--- config.mk ---
export PLATFORM = sky130hd
export DESIGN_NAME = turf_event_fragmenter_flat
export DESIGN_NICKNAME = d
export VERILOG_FILES = /design/src/rtl/turf_event_fragmenter_if.sv /design/src/rtl/turf_event_fragmenter.sv /design/src/flat_wrapper.sv
export SDC_FILE = /design/constraint.sdc
export NUM_CORES = 1
export LEC_CHECK = 0
export ABC_AREA = 1
export CAP_MARGIN = 20
export CORE_MARGIN = 4
export CORE_UTILIZATION = 35
export DETAILED_ROUTE_END_ITERATION = 8
export SYNTH_ARGS = -nofsm -noshare
export SYNTH_HDL_FRONTEND = slang
export SYNTH_SLANG_ARGS = --single-unit
--- constraint.sdc ---
create_clock -name aclk -period 6.96 [get_ports aclk]
set_input_delay 1.392 -clock aclk [delete_from_list [all_inputs] [get_ports aclk]]
set_output_delay 1.392 -clock aclk [all_outputs]
set_load 0.02 [all_outputs]
--- src/rtl/turf_event_fragmenter_if.sv ---
// Stream handshake bundle shared by the fragmenter's descriptor, payload and UDP ports.
// Header-only streams leave tkeep/tlast unused on the receiving side.
interface turf_event_fragmenter_if #(
  parameter int unsigned DATA_W = 64
);
  logic                  tvalid;
  logic                  tready;
  logic [DATA_W-1:0]     tdata;
  logic [DATA_W/8-1:0]   tkeep;
  logic                  tlast;

  modport master (output tvalid, tdata, tkeep, tlast, input tready);
  modport slave  (input tvalid, tdata, tkeep, tlast, output tready);
endinterface

--- src/rtl/turf_event_fragmenter.sv ---
// Splits each event into UDP-sized fragments, one UDP header descriptor per fragment.
// Define TURF_FRAG_HEADER_EN to prefix every fragment with a 64-bit fragment header qword.
module turf_event_fragmenter #(
  parameter int unsigned MAX_FRAG_QWORDS = 1024
) (
  input  logic                     aclk,
  input  logic                     aresetn,
  turf_event_fragmenter_if.slave   s_evhdr,
  turf_event_fragmenter_if.slave   s_evdata,
  turf_event_fragmenter_if.master  m_udphdr,
  turf_event_fragmenter_if.master  m_udpdata,
  input  logic [9:0]               nfragment_count_i,
  input  logic [31:0]              event_ip_i,
  input  logic [15:0]              event_port_i,
  input  logic                     event_open_i,
  output logic                     frag_err_o
);

  typedef enum logic [2:0] {IDLE, LATCH, WRITE_HEADER, WRITE_PAYLOAD, DUMP} state_t;

`ifdef TURF_FRAG_HEADER_EN
  localparam logic [15:0] HDR_QW = 16'd1;
`else
  localparam logic [15:0] HDR_QW = 16'd0;
`endif
  localparam logic [15:0] MAX_FRAG = 16'(MAX_FRAG_QWORDS);

  state_t      state_q;
  logic [15:0] len_q, remaining_q, frag_q, beat_q, cnt_q, fsize_q;
  logic [31:0] ip_q;
  logic [15:0] port_q;
  logic        evhdr_rdy_q, udphdr_vld_q, err_q;
`ifdef TURF_FRAG_HEADER_EN
  logic [15:0] evnum_q, frag_idx_q;
  logic        hdr_phase_q;
`endif

  logic        hdr_phase, payload_st, data_beat, final_beat, frag_end;
  logic [15:0] fsize_in, rem_after;

  function automatic logic [15:0] min16(input logic [15:0] a, input logic [15:0] b);
    return (a < b) ? a : b;
  endfunction

  assign fsize_in   = min16(16'(nfragment_count_i) + 16'd1, MAX_FRAG);
  assign payload_st = (state_q == WRITE_PAYLOAD);
  assign data_beat  = s_evdata.tvalid && s_evdata.tready;
  assign final_beat = (cnt_q == len_q - 16'd1);
  assign frag_end   = (beat_q == frag_q - 16'd1);
  assign rem_after  = remaining_q - frag_q;

`ifdef TURF_FRAG_HEADER_EN
  assign hdr_phase       = hdr_phase_q;
  assign m_udpdata.tdata = hdr_phase_q
                         ? {evnum_q, frag_idx_q, 15'd0, (frag_q == remaining_q), frag_q}
                         : s_evdata.tdata;
`else
  assign hdr_phase       = 1'b0;
  assign m_udpdata.tdata = s_evdata.tdata;
`endif

  assign s_evhdr.tready   = evhdr_rdy_q;
  assign m_udphdr.tvalid  = udphdr_vld_q;
  assign m_udphdr.tdata   = {ip_q, port_q, (frag_q + HDR_QW) << 3};
  assign m_udphdr.tkeep   = '1;
  assign m_udphdr.tlast   = 1'b1;

  // Payload beats are a combinational pass-through; only the header qword is sourced locally.
  assign m_udpdata.tvalid = payload_st && (hdr_phase || s_evdata.tvalid);
  assign m_udpdata.tkeep  = '1;
  assign m_udpdata.tlast  = payload_st && !hdr_phase && frag_end;
  assign s_evdata.tready  = (state_q == DUMP) || (payload_st && !hdr_phase && m_udpdata.tready);
  assign frag_err_o       = err_q;

  always_ff @(posedge aclk or negedge aresetn) begin
    if (!aresetn) begin
      state_q      <= IDLE;
      len_q        <= '0;
      remaining_q  <= '0;
      frag_q       <= '0;
      beat_q       <= '0;
      cnt_q        <= '0;
      fsize_q      <= '0;
      ip_q         <= '0;
      port_q       <= '0;
      evhdr_rdy_q  <= 1'b0;
      udphdr_vld_q <= 1'b0;
      err_q        <= 1'b0;
`ifdef TURF_FRAG_HEADER_EN
      evnum_q      <= '0;
      frag_idx_q   <= '0;
      hdr_phase_q  <= 1'b0;
`endif
    end else begin
      // Framing follows the descriptor length; tlast is only audited.
      if (data_beat && (s_evdata.tlast != final_beat)) err_q <= 1'b1;

      case (state_q)
        IDLE: begin
          if (evhdr_rdy_q && s_evhdr.tvalid) begin
            len_q       <= s_evhdr.tdata[15:0];
`ifdef TURF_FRAG_HEADER_EN
            evnum_q     <= s_evhdr.tdata[31:16];
`endif
            evhdr_rdy_q <= 1'b0;
            state_q     <= LATCH;
          end else begin
            evhdr_rdy_q <= 1'b1;
          end
        end
        LATCH: begin
          ip_q    <= event_ip_i;
          port_q  <= event_port_i;
          fsize_q <= fsize_in;
          cnt_q   <= '0;
          beat_q  <= '0;
          if (len_q == 16'd0) begin
            evhdr_rdy_q <= 1'b1;
            state_q     <= IDLE;
          end else if (!event_open_i) begin
            state_q <= DUMP;
          end else begin
            remaining_q  <= len_q;
            frag_q       <= min16(len_q, fsize_in);
`ifdef TURF_FRAG_HEADER_EN
            frag_idx_q   <= '0;
`endif
            udphdr_vld_q <= 1'b1;
            state_q      <= WRITE_HEADER;
          end
        end
        WRITE_HEADER: begin
          if (m_udphdr.tready) begin
            udphdr_vld_q <= 1'b0;
`ifdef TURF_FRAG_HEADER_EN
            hdr_phase_q  <= 1'b1;
`endif
            state_q      <= WRITE_PAYLOAD;
          end
        end
        WRITE_PAYLOAD: begin
`ifdef TURF_FRAG_HEADER_EN
          if (hdr_phase_q) begin
            if (m_udpdata.tready) hdr_phase_q <= 1'b0;
          end else
`endif
          if (data_beat) begin
            cnt_q  <= cnt_q + 16'd1;
            beat_q <= beat_q + 16'd1;
            if (frag_end) begin
              remaining_q <= rem_after;
              beat_q      <= '0;
`ifdef TURF_FRAG_HEADER_EN
              frag_idx_q  <= frag_idx_q + 16'd1;
`endif
              if (rem_after != 16'd0) begin
                frag_q       <= min16(rem_after, fsize_q);
                udphdr_vld_q <= 1'b1;
                state_q      <= WRITE_HEADER;
              end else begin
                evhdr_rdy_q <= 1'b1;
                state_q     <= IDLE;
              end
            end
          end
        end
        DUMP: begin
          if (data_beat) begin
            cnt_q <= cnt_q + 16'd1;
            if (final_beat) begin
              evhdr_rdy_q <= 1'b1;
              state_q     <= IDLE;
            end
          end
        end
        default: state_q <= IDLE;
      endcase
    end
  end

endmodule

--- src/flat_wrapper.sv ---
// flat-port wrapper written by rule: the top's interface ports become plain ports
module turf_event_fragmenter_flat 
#(
  parameter int unsigned MAX_FRAG_QWORDS = 1024
)
  (aclk, aresetn, nfragment_count_i, event_ip_i, event_port_i, event_open_i, frag_err_o, s_evhdr_tvalid, s_evhdr_tdata, s_evhdr_tkeep, s_evhdr_tlast, s_evhdr_tready, s_evdata_tvalid, s_evdata_tdata, s_evdata_tkeep, s_evdata_tlast, s_evdata_tready, m_udphdr_tvalid, m_udphdr_tdata, m_udphdr_tkeep, m_udphdr_tlast, m_udphdr_tready, m_udpdata_tvalid, m_udpdata_tdata, m_udpdata_tkeep, m_udpdata_tlast, m_udpdata_tready);
  turf_event_fragmenter_if s_evhdr_i ();
  turf_event_fragmenter_if s_evdata_i ();
  turf_event_fragmenter_if m_udphdr_i ();
  turf_event_fragmenter_if m_udpdata_i ();
  input  logic aclk;
  input  logic aresetn;
  input  logic [9:0] nfragment_count_i;
  input  logic [31:0] event_ip_i;
  input  logic [15:0] event_port_i;
  input  logic event_open_i;
  output logic frag_err_o;
  input wire logic [$bits(s_evhdr_i.tvalid)-1:0] s_evhdr_tvalid;
  input wire logic [$bits(s_evhdr_i.tdata)-1:0] s_evhdr_tdata;
  input wire logic [$bits(s_evhdr_i.tkeep)-1:0] s_evhdr_tkeep;
  input wire logic [$bits(s_evhdr_i.tlast)-1:0] s_evhdr_tlast;
  output wire logic [$bits(s_evhdr_i.tready)-1:0] s_evhdr_tready;
  input wire logic [$bits(s_evdata_i.tvalid)-1:0] s_evdata_tvalid;
  input wire logic [$bits(s_evdata_i.tdata)-1:0] s_evdata_tdata;
  input wire logic [$bits(s_evdata_i.tkeep)-1:0] s_evdata_tkeep;
  input wire logic [$bits(s_evdata_i.tlast)-1:0] s_evdata_tlast;
  output wire logic [$bits(s_evdata_i.tready)-1:0] s_evdata_tready;
  output wire logic [$bits(m_udphdr_i.tvalid)-1:0] m_udphdr_tvalid;
  output wire logic [$bits(m_udphdr_i.tdata)-1:0] m_udphdr_tdata;
  output wire logic [$bits(m_udphdr_i.tkeep)-1:0] m_udphdr_tkeep;
  output wire logic [$bits(m_udphdr_i.tlast)-1:0] m_udphdr_tlast;
  input wire logic [$bits(m_udphdr_i.tready)-1:0] m_udphdr_tready;
  output wire logic [$bits(m_udpdata_i.tvalid)-1:0] m_udpdata_tvalid;
  output wire logic [$bits(m_udpdata_i.tdata)-1:0] m_udpdata_tdata;
  output wire logic [$bits(m_udpdata_i.tkeep)-1:0] m_udpdata_tkeep;
  output wire logic [$bits(m_udpdata_i.tlast)-1:0] m_udpdata_tlast;
  input wire logic [$bits(m_udpdata_i.tready)-1:0] m_udpdata_tready;
  assign s_evhdr_i.tvalid = s_evhdr_tvalid;
  assign s_evhdr_i.tdata = s_evhdr_tdata;
  assign s_evhdr_i.tkeep = s_evhdr_tkeep;
  assign s_evhdr_i.tlast = s_evhdr_tlast;
  assign s_evhdr_tready = s_evhdr_i.tready;
  assign s_evdata_i.tvalid = s_evdata_tvalid;
  assign s_evdata_i.tdata = s_evdata_tdata;
  assign s_evdata_i.tkeep = s_evdata_tkeep;
  assign s_evdata_i.tlast = s_evdata_tlast;
  assign s_evdata_tready = s_evdata_i.tready;
  assign m_udphdr_tvalid = m_udphdr_i.tvalid;
  assign m_udphdr_tdata = m_udphdr_i.tdata;
  assign m_udphdr_tkeep = m_udphdr_i.tkeep;
  assign m_udphdr_tlast = m_udphdr_i.tlast;
  assign m_udphdr_i.tready = m_udphdr_tready;
  assign m_udpdata_tvalid = m_udpdata_i.tvalid;
  assign m_udpdata_tdata = m_udpdata_i.tdata;
  assign m_udpdata_tkeep = m_udpdata_i.tkeep;
  assign m_udpdata_tlast = m_udpdata_i.tlast;
  assign m_udpdata_i.tready = m_udpdata_tready;
  turf_event_fragmenter #(.MAX_FRAG_QWORDS(MAX_FRAG_QWORDS)) u_core (.aclk(aclk), .aresetn(aresetn), .s_evhdr(s_evhdr_i), .s_evdata(s_evdata_i), .m_udphdr(m_udphdr_i), .m_udpdata(m_udpdata_i), .nfragment_count_i(nfragment_count_i), .event_ip_i(event_ip_i), .event_port_i(event_port_i), .event_open_i(event_open_i), .frag_err_o(frag_err_o));
endmodule
After elaboration in Yosys (flattened, before gate mapping). Index checks and enable logic that the tools add are counted.

Register bits: 150. Word-level logic and storage cells: 107.

$add $sub $neg: 6. $lt $le $gt $ge: 3. Eq/ne operators: 19. Mux-type cells: 44. Reductions and logical operators: 23.

Operators with widths (number): 16-bit 2-to-1 mux (15); 16-bit case mux with 2 select lines (4); 16-bit by 1-bit adder with 16-bit output (second input constant) (2); 16-bit equality test (2); 16-bit less-than comparator (2); 16-bit by 1-bit subtractor with 16-bit output (second input constant) (2); 3-bit 2-to-1 mux (8); 16-bit logical NOT (1); 16-bit by 11-bit less-than comparator with 1-bit output (second input constant) (1); 16-bit nonzero test (1); 16-bit subtractor (1); 3-bit case mux with 5 select lines (1); 2-bit inequality test (second input constant) (7); 7-bit AND reduction (2); 1-bit 2-to-1 mux (13); 6-bit AND reduction (2); 10-bit by 1-bit adder with 11-bit output (second input constant) (1); 2-bit by 1-bit inequality test with 1-bit output (second input constant) (5); 3-bit by 2-bit equality test with 1-bit output (second input constant) (2); 1-bit logical AND (6); 2-bit AND reduction (3); 5-bit AND reduction (1); 1-bit case mux with 4 select lines (1); 2-bit nonzero test (2); 10 further kinds (10).

Longest topological paths before layout. Gate-level depths: netlist (run 1).

Depth in word-level cells: 8. Gate-level depth with buffers: 22. Mapped depth without buffers: 21.

Worst setup path before layout (run 1). No wires, ideal clock.

Path kind: input -> register. From: input nfragment_count_i[0]. To: register u_core.frag_q[0]. Setup time: 0.116 ns. Data arrival time: 3.710 ns. Required time: 6.844 ns. Path slack: 3.134 ns. Stages on the path: 21. Cells stage by stage: ha_1 > nand2_1 > nor2_1 > nand3_1 > nor2_1 > nand3_1 > nand2_1 > a31oi_1 > nor2_1 > ha_1 > a21oi_1 > nor2_1 > nor4_1 > nand2_1 > buf_2 > nand3_1 > o21ai_0 > inv_1 > nand2_1 > nand2_1 > nand2_1.

Cells in the longest elaborated chain, start to end: 8.

RTL lines: start: declaration (RTL line flat_wrapper.sv:13) `input logic [9:0] nfragment_count_i;`; 10-bit by 1-bit adder with 11-bit output (*) (RTL line turf_event_fragmenter.sv:45) `assign fsize_in = min16(16'(nfragment_count_i) + 16'd1, MAX_FRAG);`; 16-bit by 11-bit less-than comparator with 1-bit output (RTL line turf_event_fragmenter.sv:42) `return (a < b) ? a : b;`; 16-bit 2-to-1 mux (*) (RTL line turf_event_fragmenter.sv:42); 16-bit less-than comparator (RTL line turf_event_fragmenter.sv:42); 16-bit 2-to-1 mux (*) (RTL line turf_event_fragmenter.sv:42); 16-bit 2-to-1 mux (*) (RTL line turf_event_fragmenter.sv:120) `end else if (!event_open_i) begin`; 16-bit 2-to-1 mux (*) (RTL line turf_event_fragmenter.sv:117) `if (len_q == 16'd0) begin`; 16-bit case mux with 2 select lines (*) (RTL line turf_event_fragmenter.sv:98) `case (state_q)`; end signal: assignment (RTL line turf_event_fragmenter.sv:124) `frag_q <= min16(len_q, fsize_in);`; end signal: assignment (RTL line turf_event_fragmenter.sv:157) `frag_q <= min16(rem_after, fsize_q);`; end: declaration (RTL line turf_event_fragmenter.sv:29) `logic [15:0] len_q, remaining_q, frag_q, beat_q, cnt_q, fsize_q;`.

Mark *: on every way between the ends. The rest lies on a longest branch, timed or not. The select of a mux whose other input is x is not followed. A chain may end at the register's enable or synchronous reset.

Worst setup path after layout (run 1).
From: input nfragment_count_i[0]. To: register u_core.frag_q[2].

Same word-level chain as after synthesis.

==> results of run 1 <==
[metal layers]
metal,share of wire [%],wire (um),vias to the layer above
met5,0,0,-
met4,1.1,323,0
met3,7.6,2200,31
met2,46,13200,251
met1,45,13100,4298
li1,-,-,4668
[metrics by stage]
step,utilization [%],hold WS [ps],instance area (sq um),worst slack [ps]
after global routing,41.9,501,12100,1670
after floorplan,-,453,10400,3130
after global placement,39.8,461,11500,1760
final,41.9,478,12100,2060
after detailed placement,39.8,464,11500,1670
after CTS,41.9,484,12100,2110
[kinds of logic after synthesis]
logic type / count (synthesis)
AND/OR/NAND/NOR: 778
buffers and inverters: 305
flip-flops: 145
AO/OA/AOI/OAI: 143
XOR/XNOR: 54
adder cells (fa/ha/maj): 41
multiplexers: 7
other: 2
[worst min-delay path by stage]
stage                             startpoint                  to  cells past startpoint
after CTS                    u_core.ip_q[28]     u_core.ip_q[28]                      2
after detailed placement     u_core.ip_q[22]     u_core.ip_q[22]                      2
after global placement       u_core.ip_q[25]     u_core.ip_q[25]                      2
after global routing          u_core.ip_q[6]      u_core.ip_q[6]                      2
after floorplan           u_core.fsize_q[10]  u_core.fsize_q[10]                      2
final                        u_core.ip_q[28]     u_core.ip_q[28]                      2
[cell type report]
type	count	area (sq um)	share of cell area, %
diodes	1	2.50	0.0206
clock inverters	14	161	1.33
inverters	171	642	5.29
well taps	384	480	3.96
repair buffers	153	1530	12.6
multi-input cells	1043	5260	43.4
flip-flops and latches	145	3630	29.9
clock buffers	18	429	3.54
[state kept, by name, summed over array words and instances, names as in the netlist]
name	cells
u_core.state_q	3
u_core.len_q	16
u_core.frag_q	16
u_core.s_evhdr.tready	1
u_core.port_q	16
u_core.remaining_q	16
u_core.ip_q	32
u_core.m_udphdr.tvalid	1
u_core.fsize_q	11
u_core.frag_err_o	1
u_core.beat_q	16
u_core.cnt_q	16
[cells in the mapped netlist (all sizes together) (3+ instances only)]
library cell / number / area share [%]
xnor2: 18 / 1.5
nor2: 119 / 5.0
xor2: 36 / 3.0
dfrtp: 145 / 35
and2: 3 / 0.18
nand4: 31 / 1.9
nand3b: 10 / 0.73
nand3: 82 / 4.4
inv: 170 / 6.2
mux2: 7 / 0.76
o21bai: 5 / 0.36
clkbuf: 25 / 0.91
nor3: 24 / 1.3
nor4: 5 / 0.30
ha: 40 / 4.8
a21oi: 59 / 2.9
o21ai: 70 / 3.5
nand2: 500 / 18
buf: 109 / 7.6
[worst max-delay path, delay by kind of cell]
family	cells	cell delay, ps
adders and majority gates	2	500
buffers and inverters	1	530
and+or+nand+nor	13	2220
AOI/OAI and AO/OA	3	570
[report_power, final]
part	total, mW	switching [mW]	internal [mW]
clock network	0.937	0.425	0.512
registers	0.880	0.0212	0.859
logic	0.155	0.0832	0.0722
==> summary.txt, run 1 <==
Yosys
  • XOR/XNOR Fraction of Synth Area: 4.57%
  • Sequential area share after synthesis: 35.1%
  • Post-synth EDFFs: 0
  • Synth Area in Adders: a little over 5%
  • Post-Syn Area: approximately 10,000 sq um
  • Synth warn: 0
  • Count of cell types in the netlist: 45
  • Synth async-reset ratio: between 90% and 100%
  • Mux cell area share after synthesis: less than 1%
  • Top FF cell, synth: dfrtp_1
  • Synth Area in Simple Gates: about a third
  • Mapped Avg Cell Area: between 7 and 8 sq um
  • Seq cells post-synth: 145
  • Largest family of logic cells by synthesized area: simple AND/OR/NAND/NOR gates
  • Area fraction in compound gates after synthesis: 7.35%
  • Syn Inst Count: approximately 1,500

Floorplan
  • Starting Density: a little over a third
  • Die X: 180 um
  • IO Count: approximately 360
  • # rows: 62
  • Die area: between 30,000 and 40,000 sq um
  • CORE AREA: 28,900 sq um
  • Die height: around 180 um

STA
  • Slew Limit Fails: 0
  • Period utilization: 70.4%
  • Final Hold Vio Count: 0
  • Final setup viols: 0
  • Post-layout min period: slightly below 5000 ps
  • F_max: 0.204 GHz
  • Final Skew: around 14 ps
  • RSZ-0062 raised after global routing: no
  • Worst-Margin Slew: ~1000 ps
  • TNS Setup: 0 ps
  • Slew headroom: 35.0%

Final layout
  • # fillers: approximately 3,000
  • Share of layout cells above drive strength 1: 5.18%
  • Total Nets Final: 1,783
  • Layout area overhead: 17.3%
  • Commonest non-fill, non-tap cells in the layout: nand2_1, inv_1, clkdlybuf4s50_1
  • Finished Layout Cells: roughly 1,900
  • Most common cell after layout, fill and taps aside: nand2_1

Setup path
  • Max incr delay on CP: about 530 ps
  • CP max-delay cell: clkdlybuf4s50_1
  • Setup crit start: nfragment_count_i[0]
  • Most frequent CP cell: nand2_1
  • FF-to-FF End: u_core.frag_q[7]
  • Critical Path AT: about 5200 ps
  • Startpoint Class: input pin
  • Worst R2R Start: u_core.frag_q[5]
  • Worst R2R Path Depth: 21
  • Crit path kind: input pin to flip-flop
  • Worst path cell trace: clkdlybuf4s50_1 -> ha_1 -> nand2_1 -> nor2_1 -> nand3_1 -> nor2_1 -> nand3_1 -> nand2_1 -> a31oi_1 -> nor2_1 -> ha_1 -> a21oi_1 -> nor2_1 -> nor4_1 -> nand2_1 -> o21ai_0 -> nand2_1 -> nand2_1 -> nand2_1
  • Flop2flop setup slack: about 2500 ps
  • CP required: 7280 ps
  • CP Capture Point: u_core.frag_q[2]
  • Crit end category: flip-flop
  • CP max FO: 20

Placed design
  • Port Buffers: 148
  • Placed instance count: 1,895
  • GPL Wtd Cong: ~0.9
  • Dpl hpwl: about 22,000 um

Routing
  • TritonRoute pass-1 iters: 5
  • WL per Instance: approximately 15 um
  • Total Wirelength: between 20,000 and 30,000 um
  • Vias: 9,248
  • Post-route ant nets: 0
  • Iteration-0 DRC Markers: 544
  • Drt drc: 0
  • DR vias/cell: around 4.8

Clock tree
  • H-tree levels: 4
  • Number of cells upsized or downsized after cts: 0
  • Max Root-Sink Buffers: 2
  • Setup bufs post-CTS: 0
  • CTS tree: built
  • Num CTS Buffers: 17
  • Clk slew on worst S/H paths: ~70 ps
  • Cts hold-fix bufs: 0
  • Clock sink count: between 100 and 150
  • Clock Tree Root: clkbuf_16
  • Clock latency on the worst-skew pair: 440 ps

Global route
  • GR Layer Usage met2: between 20% and 30%
  • GR Util All Layers: about 18%
  • Initial antenna violation count: 0
  • First-pass GRT wire length: approximately 48,000 um
  • Vias in the first global route: 9,110
  • GR Layer Usage met1: 23.2%
  • GRT overflow: 0
  • Grt met3 use: 5.82%
  • Largest net degree at the start of global routing: 95
  • GR peak layer: met2

Run status
  • Run status: completed

Power
  • Peak supply drop: 158 uV
  • PwrDens: 163 nW/um^2
  • Total Power: ~2.0 mW
  • LEAKAGE: ~6.0 nW

Worst hold path
  • Hold Crit Class: flip-flop to flip-flop

Flow run
  • Max-cap violations: 0
Power figures use the tool's default switching activity.
==> run 2: changes to the inputs <==
==> constraint.sdc (replaced) <==
create_clock -name aclk -period 4.9 [get_ports aclk]
set_input_delay 0.98 -clock aclk [delete_from_list [all_inputs] [get_ports aclk]]
set_output_delay 0.98 -clock aclk [all_outputs]
set_load 0.02 [all_outputs]
==> summary.txt, run 2 (synthesis results as in run 1) <==
Floorplan
  • CORE AREA: 28,900 sq um (unchanged)
  • Die X: 180 um (unchanged)
  • Die area: 32,400 sq um (unchanged)
  • Starting Density: 35.8% (unchanged)
  • Die height: 180 um (unchanged)
  • IO Count: 362 (unchanged)
  • # rows: 62 (unchanged)

STA
  • Slew Limit Fails: 0 (unchanged)
  • Slew headroom: 34.0% (was 35.0%)
  • Final Hold Vio Count: 0 (unchanged)
  • Final setup viols: 0 (unchanged)
  • Worst-Margin Slew: 986 ps (was 976 ps)
  • RSZ-0062 raised after global routing: no (unchanged)
  • Period utilization: between 80 and 90%
  • Final Skew: 13.5 ps (was 14.0 ps)
  • TNS Setup: 0 ps (unchanged)
  • Post-layout min period: around 4200 ps
  • F_max: between 0.2 and 0.25 GHz

Global route
  • GR Util All Layers: 17.6% (was 17.8%)
  • Vias in the first global route: 9,153 (was 9,110)
  • First-pass GRT wire length: 47,100 um (was 47,700 um)
  • Initial antenna violation count: 1 (was 0)
  • Largest net degree at the start of global routing: 60 (was 95)
  • GRT overflow: 0 (unchanged)

Clock tree
  • Cts hold-fix bufs: 0 (unchanged)
  • CTS tree: built (unchanged)
  • Clock Tree Root: clkbuf_16 (unchanged)
  • Clock sink count: 145 (unchanged)
  • Max Root-Sink Buffers: 2 (unchanged)
  • Setup bufs post-CTS: 0 (unchanged)
  • Num CTS Buffers: 17 (unchanged)
  • Clock latency on the worst-skew pair: 440 ps (about the same)
  • Clk slew on worst S/H paths: 70 ps (about the same)
  • H-tree levels: 4 (unchanged)
  • Number of cells upsized or downsized after cts: 0 (unchanged)

Placed design
  • Port Buffers: 148 (unchanged)
  • GPL Wtd Cong: 0.857 (was 0.902)
  • Dpl hpwl: 21,800 um (was 21,900 um)
  • Placed instance count: 1,901 (was 1,895)
  • Placed Area: 11,600 sq um (was 11,500 sq um)

Setup path
  • CP required: 3920 ps (was 7280 ps)
  • WP depth: 10 (was 19)
  • CP max-delay cell: clkdlybuf4s50_1 (unchanged)
  • Crit path kind: flip-flop to primary output (was input pin to flip-flop)
  • Crit end category: primary output (was flip-flop)
  • Worst R2R Path Depth: 20 (was 21)
  • Most frequent CP cell: nor3_1 (was nand2_1)
  • Critical Path AT: 3260 ps (was 5220 ps)
  • CP max FO: 5 (was 20)
  • Worst path cell trace: inv_1 -> ha_1 -> nand2_1 -> inv_1 -> nor3_1 -> nand4_1 -> nor3_1 -> nand4_1 -> nor3_1 -> clkdlybuf4s50_1 (was clkdlybuf4s50_1 -> ha_1 -> nand2_1 -> nor2_1 -> nand3_1 -> nor2_1 -> nand3_1 -> nand2_1 -> a31oi_1 -> nor2_1 -> ha_1 -> a21oi_1 -> nor2_1 -> nor4_1 -> nand2_1 -> o21ai_0 -> nand2_1 -> nand2_1 -> nand2_1)
  • Startpoint Class: flip-flop (was input pin)
  • Crit path max-delay family: simple AND/OR/NAND/NOR gates (unchanged)
  • Max incr delay on CP: 670 ps (was 530 ps)
  • Buffers & Inverters on Critical Path: 3 (was 1)

Final layout
  • Total Nets Final: 1,788 (was 1,783)
  • Finished Layout Cells: 1,933 (was 1,929)
  • Share of layout cells above drive strength 1: 5.49% (was 5.18%)
  • Largest register FFs: 32 (unchanged)
  • Largest Register: u_core.ip_q (unchanged)
  • Commonest non-fill, non-tap cells in the layout: nand2_1, inv_1, clkdlybuf4s50_1 (unchanged)
  • # fillers: 3,032 (was 2,977)
  • Layout area overhead: 17.6% (was 17.3%)
  • Most common cell after layout, fill and taps aside: nand2_1 (unchanged)
  • Final Cell Area: 12,200 sq um (was 12,100 sq um)

Routing
  • Vias: 9,323 (was 9,248)
  • WL per Instance: 14.9 um (about the same)
  • Drt drc: 0 (unchanged)
  • Total Wirelength: 28,800 um (about the same)
  • Iteration-0 DRC Markers: 576 (was 544)
  • Post-route ant nets: 0 (unchanged)
  • TritonRoute pass-1 iters: 5 (unchanged)
  • DR vias/cell: 4.82 (was 4.79)

Power
  • PwrDens: 233 nW/um^2 (was 163 nW/um^2)
  • LEAKAGE: 6.03 nW (was 6.01 nW)
  • Peak supply drop: 193 uV (was 158 uV)

Run status
  • Run status: completed (unchanged)

Worst hold path
  • Worst Hold Depth: 2 (unchanged)
  • Hold Crit Class: flip-flop to flip-flop (unchanged)

Flow run
  • Max-cap violations: 0 (unchanged)
-- run 2: changes by cell type in the layout (fill, tap and decap cells not counted) --
cell       before  now
buf_4           4   10
inv_6           3    6
inv_8           5    3
buf_8           1    0
bufinv_16       1    2
clkbuf_1        1    0
clkinv_4        2    1
clkinv_8        1    0
-- run 2: per-layer routing --
| metal | track usage (%) | vias up | wire (um) |
|---|---|---|---|
| met5 | 0 | - | 13 |
| met4 | 4.94 | 2 | 595 |
| met3 | 5.78 | 59 | 2270 |
| met2 | 29.6 | 279 | 13200 |
| met1 | 21.8 | 4318 | 12700 |
| li1 | - | 4665 | - |
-- run 2: stage by stage --
stage	power (mW)	hold WS (ps)	util, %	setup slack [ps]
finish	2.84	480	42.1	658
CTS	2.87	483	42.0	643
detailed placement	1.49	465	40.0	407
global placement	1.49	461	40.0	465
global route	2.96	505	42.0	414
floorplan	1.46	453	-	1490
-- run 2: final timing paths --
path / startpoint / slack (ps) / endpoint
worst max-delay path: u_core.frag_q[0] / 660 / m_udpdata_tlast
worst min-delay path: u_core.ip_q[28] / 480 / u_core.ip_q[28]
worst max register to register: u_core.frag_q[2] / 980 / u_core.frag_q[3]
worst min register to register: u_core.ip_q[28] / 480 / u_core.ip_q[28]
max in group asynchronous: aresetn / 3340 / u_core.frag_q[14]
min in group asynchronous: aresetn / 490 / u_core.ip_q[21]
-- run 2: area by class of cell --
class                      instances  area (sq um)  share of cell area (%)
clock buffer                      17           425                    3.50
clock inverter                    14           170                    1.40
sequential                       145          3630                    29.8
timing repair buffer             158          1560                    12.8
tap                              384           480                    3.95
antenna                            1          2.50                  0.0206
inverter                         171           642                    5.27
multi-input combinational       1043          5260                    43.2
-- run 2: power by group --
part | switching [mW] | internal (mW)
Clock | 0.602 | 0.768
Sequential | 0.0283 | 1.22
Combinational | 0.116 | 0.103
Total | 0.747 | 2.09
-- run 2: worst register-to-register path: stages (launching register included) --
cell and delay (ps):
dfrtp_1 580, inv_2 80, ha_1 400, nand2_1 70, nand2_1 80, inv_1 50, nand2_1 110, nand2_1 60
nand2_1 150, inv_1 70, ha_1 280, nand2_1 50, o21a_1 200, o21ai_0 260, nand3_1 450, nand3_1 540
nand2_1 90, nand3_1 90, nand2_1 80, nand2_1 80, nand2_1 50
